[src/rtl/uart_tx.sv]
// -----------------------------------------------------------------------------
// uart_tx -- 8N1 UART transmitter.
//
// Sends one start bit (0), eight data bits LSB first, and one stop bit (1).
// Each bit is held for CLKS_PER_BIT sysclk cycles. A start request is accepted
// in any IDLE cycle, including the cycle that carries the done pulse, so
// holding i_tx_start high sends frames every 10*CLKS_PER_BIT+1 cycles.
//
// Ports:
//   sysclk      in   system clock, rising edge
//   rst         in   asynchronous active-high reset
//   i_tx_start  in   start request, sampled on the rising edge
//   i_tx_data   in   byte to send, captured when a start is accepted
//   o_tx_serial out  TX line, idles high (registered)
//   o_tx_active out  high while a frame is on the line (registered)
//   o_tx_done   out  one-cycle pulse at the end of a frame (registered)
// -----------------------------------------------------------------------------
module uart_tx #(
    parameter int CLK_FREQ     = 125_000_000,
    parameter int BAUD_RATE    = 115200,
    parameter int CLKS_PER_BIT = CLK_FREQ / BAUD_RATE
) (
    input  logic       sysclk,
    input  logic       rst,
    input  logic       i_tx_start,
    input  logic [7:0] i_tx_data,
    output logic       o_tx_serial,
    output logic       o_tx_active,
    output logic       o_tx_done
);

    localparam int               CNT_W    = (CLKS_PER_BIT > 1) ? $clog2(CLKS_PER_BIT) : 1;
    localparam logic [CNT_W-1:0] CNT_LAST = CNT_W'(CLKS_PER_BIT - 1);

    typedef enum logic [1:0] {
        S_IDLE  = 2'd0,
        S_START = 2'd1,
        S_DATA  = 2'd2,
        S_STOP  = 2'd3
    } state_t;

    state_t           state_q,   state_d;
    logic [CNT_W-1:0] cnt_q,     cnt_d;
    logic [2:0]       bit_idx_q, bit_idx_d;
    logic [7:0]       shift_q,   shift_d;
    logic             serial_q,  serial_d;
    logic             active_q,  active_d;
    logic             done_q,    done_d;

    logic             bit_end;

    // Last cycle of the current bit period.
    assign bit_end = (cnt_q == CNT_LAST);

    // State register and output flops.
    always_ff @(posedge sysclk or posedge rst) begin
        if (rst) begin
            state_q   <= S_IDLE;
            cnt_q     <= '0;
            bit_idx_q <= '0;
            shift_q   <= '0;
            serial_q  <= 1'b1;
            active_q  <= 1'b0;
            done_q    <= 1'b0;
        end else begin
            state_q   <= state_d;
            cnt_q     <= cnt_d;
            bit_idx_q <= bit_idx_d;
            shift_q   <= shift_d;
            serial_q  <= serial_d;
            active_q  <= active_d;
            done_q    <= done_d;
        end
    end

    // Next-state and next-output logic. Outputs are computed one cycle ahead
    // so every port is driven straight from a flop.
    always_comb begin
        state_d   = state_q;
        cnt_d     = cnt_q + CNT_W'(1);
        bit_idx_d = bit_idx_q;
        shift_d   = shift_q;
        serial_d  = serial_q;
        active_d  = active_q;
        done_d    = 1'b0;

        unique case (state_q)
            S_IDLE: begin
                cnt_d    = '0;
                serial_d = 1'b1;
                active_d = 1'b0;
                if (i_tx_start) begin
                    state_d   = S_START;
                    shift_d   = i_tx_data;
                    bit_idx_d = '0;
                    serial_d  = 1'b0;
                    active_d  = 1'b1;
                end
            end

            S_START: begin
                if (bit_end) begin
                    state_d   = S_DATA;
                    cnt_d     = '0;
                    bit_idx_d = '0;
                    serial_d  = shift_q[0];
                end
            end

            S_DATA: begin
                if (bit_end) begin
                    cnt_d = '0;
                    if (bit_idx_q == 3'd7) begin
                        state_d  = S_STOP;
                        serial_d = 1'b1;
                    end else begin
                        // Shift right so the next bit to send is always in
                        // position 1 now and position 0 after this edge.
                        bit_idx_d = bit_idx_q + 3'd1;
                        shift_d   = {1'b0, shift_q[7:1]};
                        serial_d  = shift_q[1];
                    end
                end
            end

            S_STOP: begin
                if (bit_end) begin
                    state_d  = S_IDLE;
                    cnt_d    = '0;
                    serial_d = 1'b1;
                    active_d = 1'b0;
                    done_d   = 1'b1;
                end
            end

            default: begin
                state_d  = S_IDLE;
                cnt_d    = '0;
                serial_d = 1'b1;
                active_d = 1'b0;
            end
        endcase
    end

    assign o_tx_serial = serial_q;
    assign o_tx_active = active_q;
    assign o_tx_done   = done_q;

endmodule

[config.mk]
export PLATFORM = sky130hd
export DESIGN_NAME = uart_tx
export DESIGN_NICKNAME = d
export VERILOG_FILES = /design/src/rtl/uart_tx.sv
export SDC_FILE = /design/constraint.sdc
export NUM_CORES = 1
export LEC_CHECK = 0
export CORE_MARGIN = 2
export CORE_UTILIZATION = 36
export CTS_BUF_LIST = sky130_fd_sc_hd__clkbuf_8 sky130_fd_sc_hd__clkbuf_16
export DETAILED_ROUTE_END_ITERATION = 12
export HOLD_SLACK_MARGIN = 0.03
export PLACE_DENSITY_LB_ADDON = 0.2
export SLEW_MARGIN = 5
export SYNTH_ARGS = -nofsm -noshare
export SYNTH_HDL_FRONTEND = slang
export SYNTH_SLANG_ARGS = --single-unit
[constraint.sdc]
create_clock -name sysclk -period 1.9 [get_ports sysclk]
set_input_delay 0.285 -clock sysclk [delete_from_list [all_inputs] [get_ports sysclk]]
set_output_delay 0.285 -clock sysclk [all_outputs]
set_load 0.05 [all_outputs]
; ---- Yosys cells after proc, flatten, opt, wreduce, memory -nomap -nowiden
; Index checks and enable logic that the tools add are counted.
[op_classes]
n_addsub = 2
n_mux = 28
eq_ne = 11
reduce_logical = 10
[op_table]
columns = cell, n
row1 = 8-bit 2-to-1 mux, 3
row2 = 11-bit one-hot mux with 2 select lines, 1
row3 = 8-bit one-hot mux with 2 select lines, 1
row4 = 3-bit 2-to-1 mux, 4
row5 = 2-bit inequality test (second input constant), 6
row6 = 11-bit by 1-bit adder with 11-bit output (second input constant), 1
row7 = 11-bit == test (second input constant), 1
row8 = 11-bit 2-to-1 mux, 1
row9 = 2-bit 2-to-1 mux, 5
row10 = 5-bit AND reduction, 2
row11 = 1-bit 2-to-1 mux, 9
row12 = 3-bit one-hot mux with 3 select lines, 1
row13 = 2-bit one-hot mux with 4 select lines, 1
row14 = 2-bit == test (second input constant), 2
row15 = 1-bit one-hot mux with 4 select lines, 1
row16 = 4-bit AND reduction, 1
row17 = 2-bit nonzero test, 2
row18 = 3-bit by 1-bit adder with 3-bit output (second input constant), 1
row19 = 3-bit == test (second input constant), 1
row20 = 3-bit AND reduction, 1
row21 = 3-bit nonzero test, 1
row22 = 3-bit OR reduction, 1
row23 = 2-bit by 1-bit == test with 1-bit output (second input constant), 1
row24 = 2-bit zero test, 1
row25 = 2 further kinds, 2
[word_totals]
output_inout_bits = 3
inputBits = 11
elab_cells = 58
regBits = 27

; ---- Longest topological paths before layout
[depth]
depth_word = 4
ltp_mapped = 7
mapped_depth_nobuf = 6

; ---- Least setup slack after synthesis
; No wires, ideal clock.
[synth_path]
path_type = register to register
startpoint = reg cnt_q[7]
endpoint = reg bit_idx_q[0]
period_less_slack_ps = 1777
path_stages_with_launch = 5
arrival_ps = 1652
n_path_buf = 0
path_slack_ps = 123
setup_time_ps = 125
t_required_ps = 1775
cell_sequence = dfrtp_1 > or4_4 > o41ai_2 > o211ai_1 > mux2_2
[synth_via]
elab_chain_cells = 3
elab_cells_between_ends = 4
cone_classes = 3 x eq/ne / 1 x reduce/logical
[synth_rtl]
columns = item, line_no
row1 = start: declaration, 43  ; logic [CNT_W-1:0] cnt_q, cnt_d;
row2 = start signal: assignment, 67  ; cnt_q <= cnt_d;
row3 = 11-bit == test (*), 53  ; assign bit_end = (cnt_q == CNT_LAST);
row4 = 2-bit inequality test (no line), -
row5 = 5-bit AND reduction (no line) (*), -
row6 = end signal: assignment, 68  ; bit_idx_q <= bit_idx_d;
row7 = end: declaration, 44  ; logic [2:0] bit_idx_q, bit_idx_d;
; Mark *: on every way between the ends. The rest lies on a longest branch, timed or not.
; A chain may end at the register's enable or synchronous reset.

; ---- Worst setup path in the final report
[layout_path]
startpoint = reg cnt_q[7]
endpoint = reg shift_q[6]
[layout_via]
elab_chain_cells = 3
[layout_rtl]
columns = item, line_no
row1 = 11-bit == test, 53
row2 = 2-bit inequality test (no line), -
row3 = 4-bit AND reduction (no line), -
row4 = end signal: assignment, 69  ; shift_q <= shift_d;
row5 = end: declaration, 45  ; logic [7:0] shift_q, shift_d;
; No other way between the ends.

==> results.cfg <==
[status]
outcome = complete, no violations

[sta]
fin_crit_ps = 1820
hold_ws_ps = 375
finalHoldViolations = 0
slew_viol_final = 0
setup_viol = 0
max_freq_mhz = 549
skew_ps = 1.40
tightest_slew_ps = 494
relSlewSlack = 0.670
fin_crit_sh = 0.958

[synthesis]
ys_seq_area_frac = 0.468
ys.warnings.count = 0
post_synth_num_cell_types = 36
synth_top_cells_by_area = dfrtp_1 45%, mux2_2 13%, ha_1 7.8%
synth_fp_nets = 148
avgSynthCellArea_um2 = 11.3
synth_top_area_share = 0.449
yosys.area.top_type = dfrtp_1
syn_area_um2 = 1450
ys_seq_elements = 27
synthFlopType = dfrtp_1
synth_cells = 128
async_flop_share = 1.00
synth_edf_count = 0

[worst_setup_path]
critical_path.max_fanout = 8
worstPathArrival_ps = 1980
slowest_delay_ps = 590
start_kind = register
path_buf_inv = 0
rr_worst_depth = 4
crit_family = simple AND/OR/NAND/NOR gates
critPathKind = reg -> reg
cp-end-kind = register
crit_chain = or4_4, nor2_1, a41oi_4, mux2_2
required_ps = 2060
slowest_stage = or4_4
worst-path-stages = 4

[placement]
dpl_cell_area_um2 = 1670
place.gp.congestion = 0.788
io_buffers = 13
dp_hpwl_um = 1930

[power_and_ir_drop]
p_per_area_nw_per_um2 = 546
p_clk_frac = 0.344
netSwitchingPower_mw = 0.208
leakage_nw = 0.794
p_int_mw = 0.763
netSwitchingFraction = 0.214
power_frac_seq = 0.603
peakVddDrop_mv = 0.379
combPwrFrac = 0.053

[cells_and_area]
finalNetCount = 173
stdcell_area_um2 = 1780
area_growth_pct = 22.8
antennaDiodeCount = 0
layout-drive-gt1-share = 0.263
fin_util = 0.451

[grt]
use_met3 = 0.0200
grt_pass1_vias = 1049
antenna_found_initial = 0
grt_use_total = 0.137
grt_use_met1 = 0.181
grt_pass1_wl_um = 4760
busiest_layer = met2
grt_overflow = 0
grt_max_degree = 28
grt_use_met2 = 0.233

[clocking]
htreeDepth = 1
cts_root_buf = clkbuf_8
cts.sinks = 27
clk_latency_ps = 270
cts_buffers = 3
cts_tree = done
path_clk_slew_ps = 100
clockBufferDepth = 2

[job]
drv_cap = 0

[routing]
routed_wirelength_um = 2670
vias = 985
drt-pass1-iter-count = 4
ant_nets = 0
first_iter_violations = 33
post_drt_wl_per_cell_um = 13.2
viasPerCell = 4.88
drcViolationCount = 0

[floorplan]
core_area_um2 = 3940
die_x_um = 67.4
dieArea_um2 = 4540
dieHeight_um = 67.4
pin_count = 14
row_count = 23
initial_core_util = 0.367

[hold_path]
hold_path.class = in -> async
## through the flow
step | std cells | setup TNS, ps | worst slack (ps) | power, mW
6_report | 202 | 0 | 79.3 | 0.971
5_1_grt | 202 | -0.111 | -0.111 | 1.02
4_1_cts | 199 | 0 | 24.0 | 0.983
3_5_place_dp | 195 | 0 | 37.1 | 0.648
3_3_place_gp | 195 | 0 | 86.6 | 0.647
2_1_floorplan | 128 | 0 | 123 | 0.619
## what timing repair did
action                                  CTS  global route
setup buffers                             0             3
endpoints found under the setup margin    0            12
hold buffers                              0             0
resized for setup                         0             7
## worst min-delay path: stages
cell             delay (ps)
clkdlybuf4s50_1         400
inv_1                    50
buf_4                   320
## cells by family after synthesis
logic type      after synthesis  share of synthesized area
xor+xnor                      9                     0.0544
fa+ha+maj                     9                     0.0778
buf+inv                      10                     0.0268
simple gates                 43                      0.155
mux                          18                      0.139
flops                        27                      0.468
compound gates               12                     0.0795
## layer usage
metal / up-vias / wire length, um
li1: 496 / -
met1: 479 / 1240
met5: - / 0
met3: 2 / 43
met2: 8 / 1370
met4: 0 / 19
## flip-flops by register name, summed over array words and instances, names as in the netlist
name / cells
state_q: 2
o_tx_done: 1
shift_q: 8
o_tx_serial: 1
o_tx_active: 1
cnt_q: 11
bit_idx_q: 3
## power by group through the flow
stage / clock [mW] / combinational (mW) / sequential [mW]
5_1_grt: 0.370 / 0.0584 / 0.586
4_1_cts: 0.345 / 0.0521 / 0.585
2_1_floorplan: 0 / 0.0239 / 0.595
3_3_place_gp: 0 / 0.0506 / 0.596
3_5_place_dp: 0 / 0.0517 / 0.597
6_report: 0.334 / 0.0515 / 0.586
## cell usage in the layout, fill, tap and decap left out, drive strengths merged, types with 3 or more instances in the layout
cell type / n
dfrtp: 26
mux2: 17
nor2: 15
clkdlybuf4s50: 12
buf: 10
ha: 9
inv: 8
xor2: 5
nand2: 5
nand4: 4
xnor2: 4
nor3: 4
nand3: 3
clkbuf: 3
## cells in the mapped netlist (2+ instances only)
| cell | number |
|---|---|
| a22o_1 | 2 |
| and3_1 | 2 |
| dfrtp_1 | 26 |
| ha_1 | 9 |
| inv_1 | 8 |
| mux2_2 | 17 |
| nand2_1 | 5 |
| nand2b_1 | 2 |
| nand3_1 | 3 |
| nand4_1 | 4 |
| nor2_1 | 15 |
| nor2b_1 | 2 |
| nor3_1 | 3 |
| xnor2_1 | 4 |
| xor2_1 | 5 |
## worst paths after layout
check                                            start                      end  slack (ps)
worst max-delay path                cnt_q[7]$_DFF_PP0_   shift_q[6]$_DFFE_PP0P_          80
worst min register to register  shift_q[7]$_DFFE_PP0P_   shift_q[7]$_DFFE_PP0P_         500
worst max register to register      cnt_q[7]$_DFF_PP0_   shift_q[6]$_DFFE_PP0P_          80
min in group sysclk             shift_q[7]$_DFFE_PP0P_   shift_q[7]$_DFFE_PP0P_         500
worst min-delay path                               rst       cnt_q[5]$_DFF_PP0_         370
max in group asynchronous                          rst  o_tx_serial$_DFFE_PP1P_        1220
## final cells by class
cell class                      instances  area (um^2)
Fill cell                             375         2160
Multi-Input combinational cell         91          764
Sequential cell                        27          677
Timing Repair Buffer                   22          195
Tap cell                               50         62.6
Clock buffer                            3         41.3
Inverter                                8         30.0
Clock inverter                          1         7.51
Power figures use the tool's default switching activity.
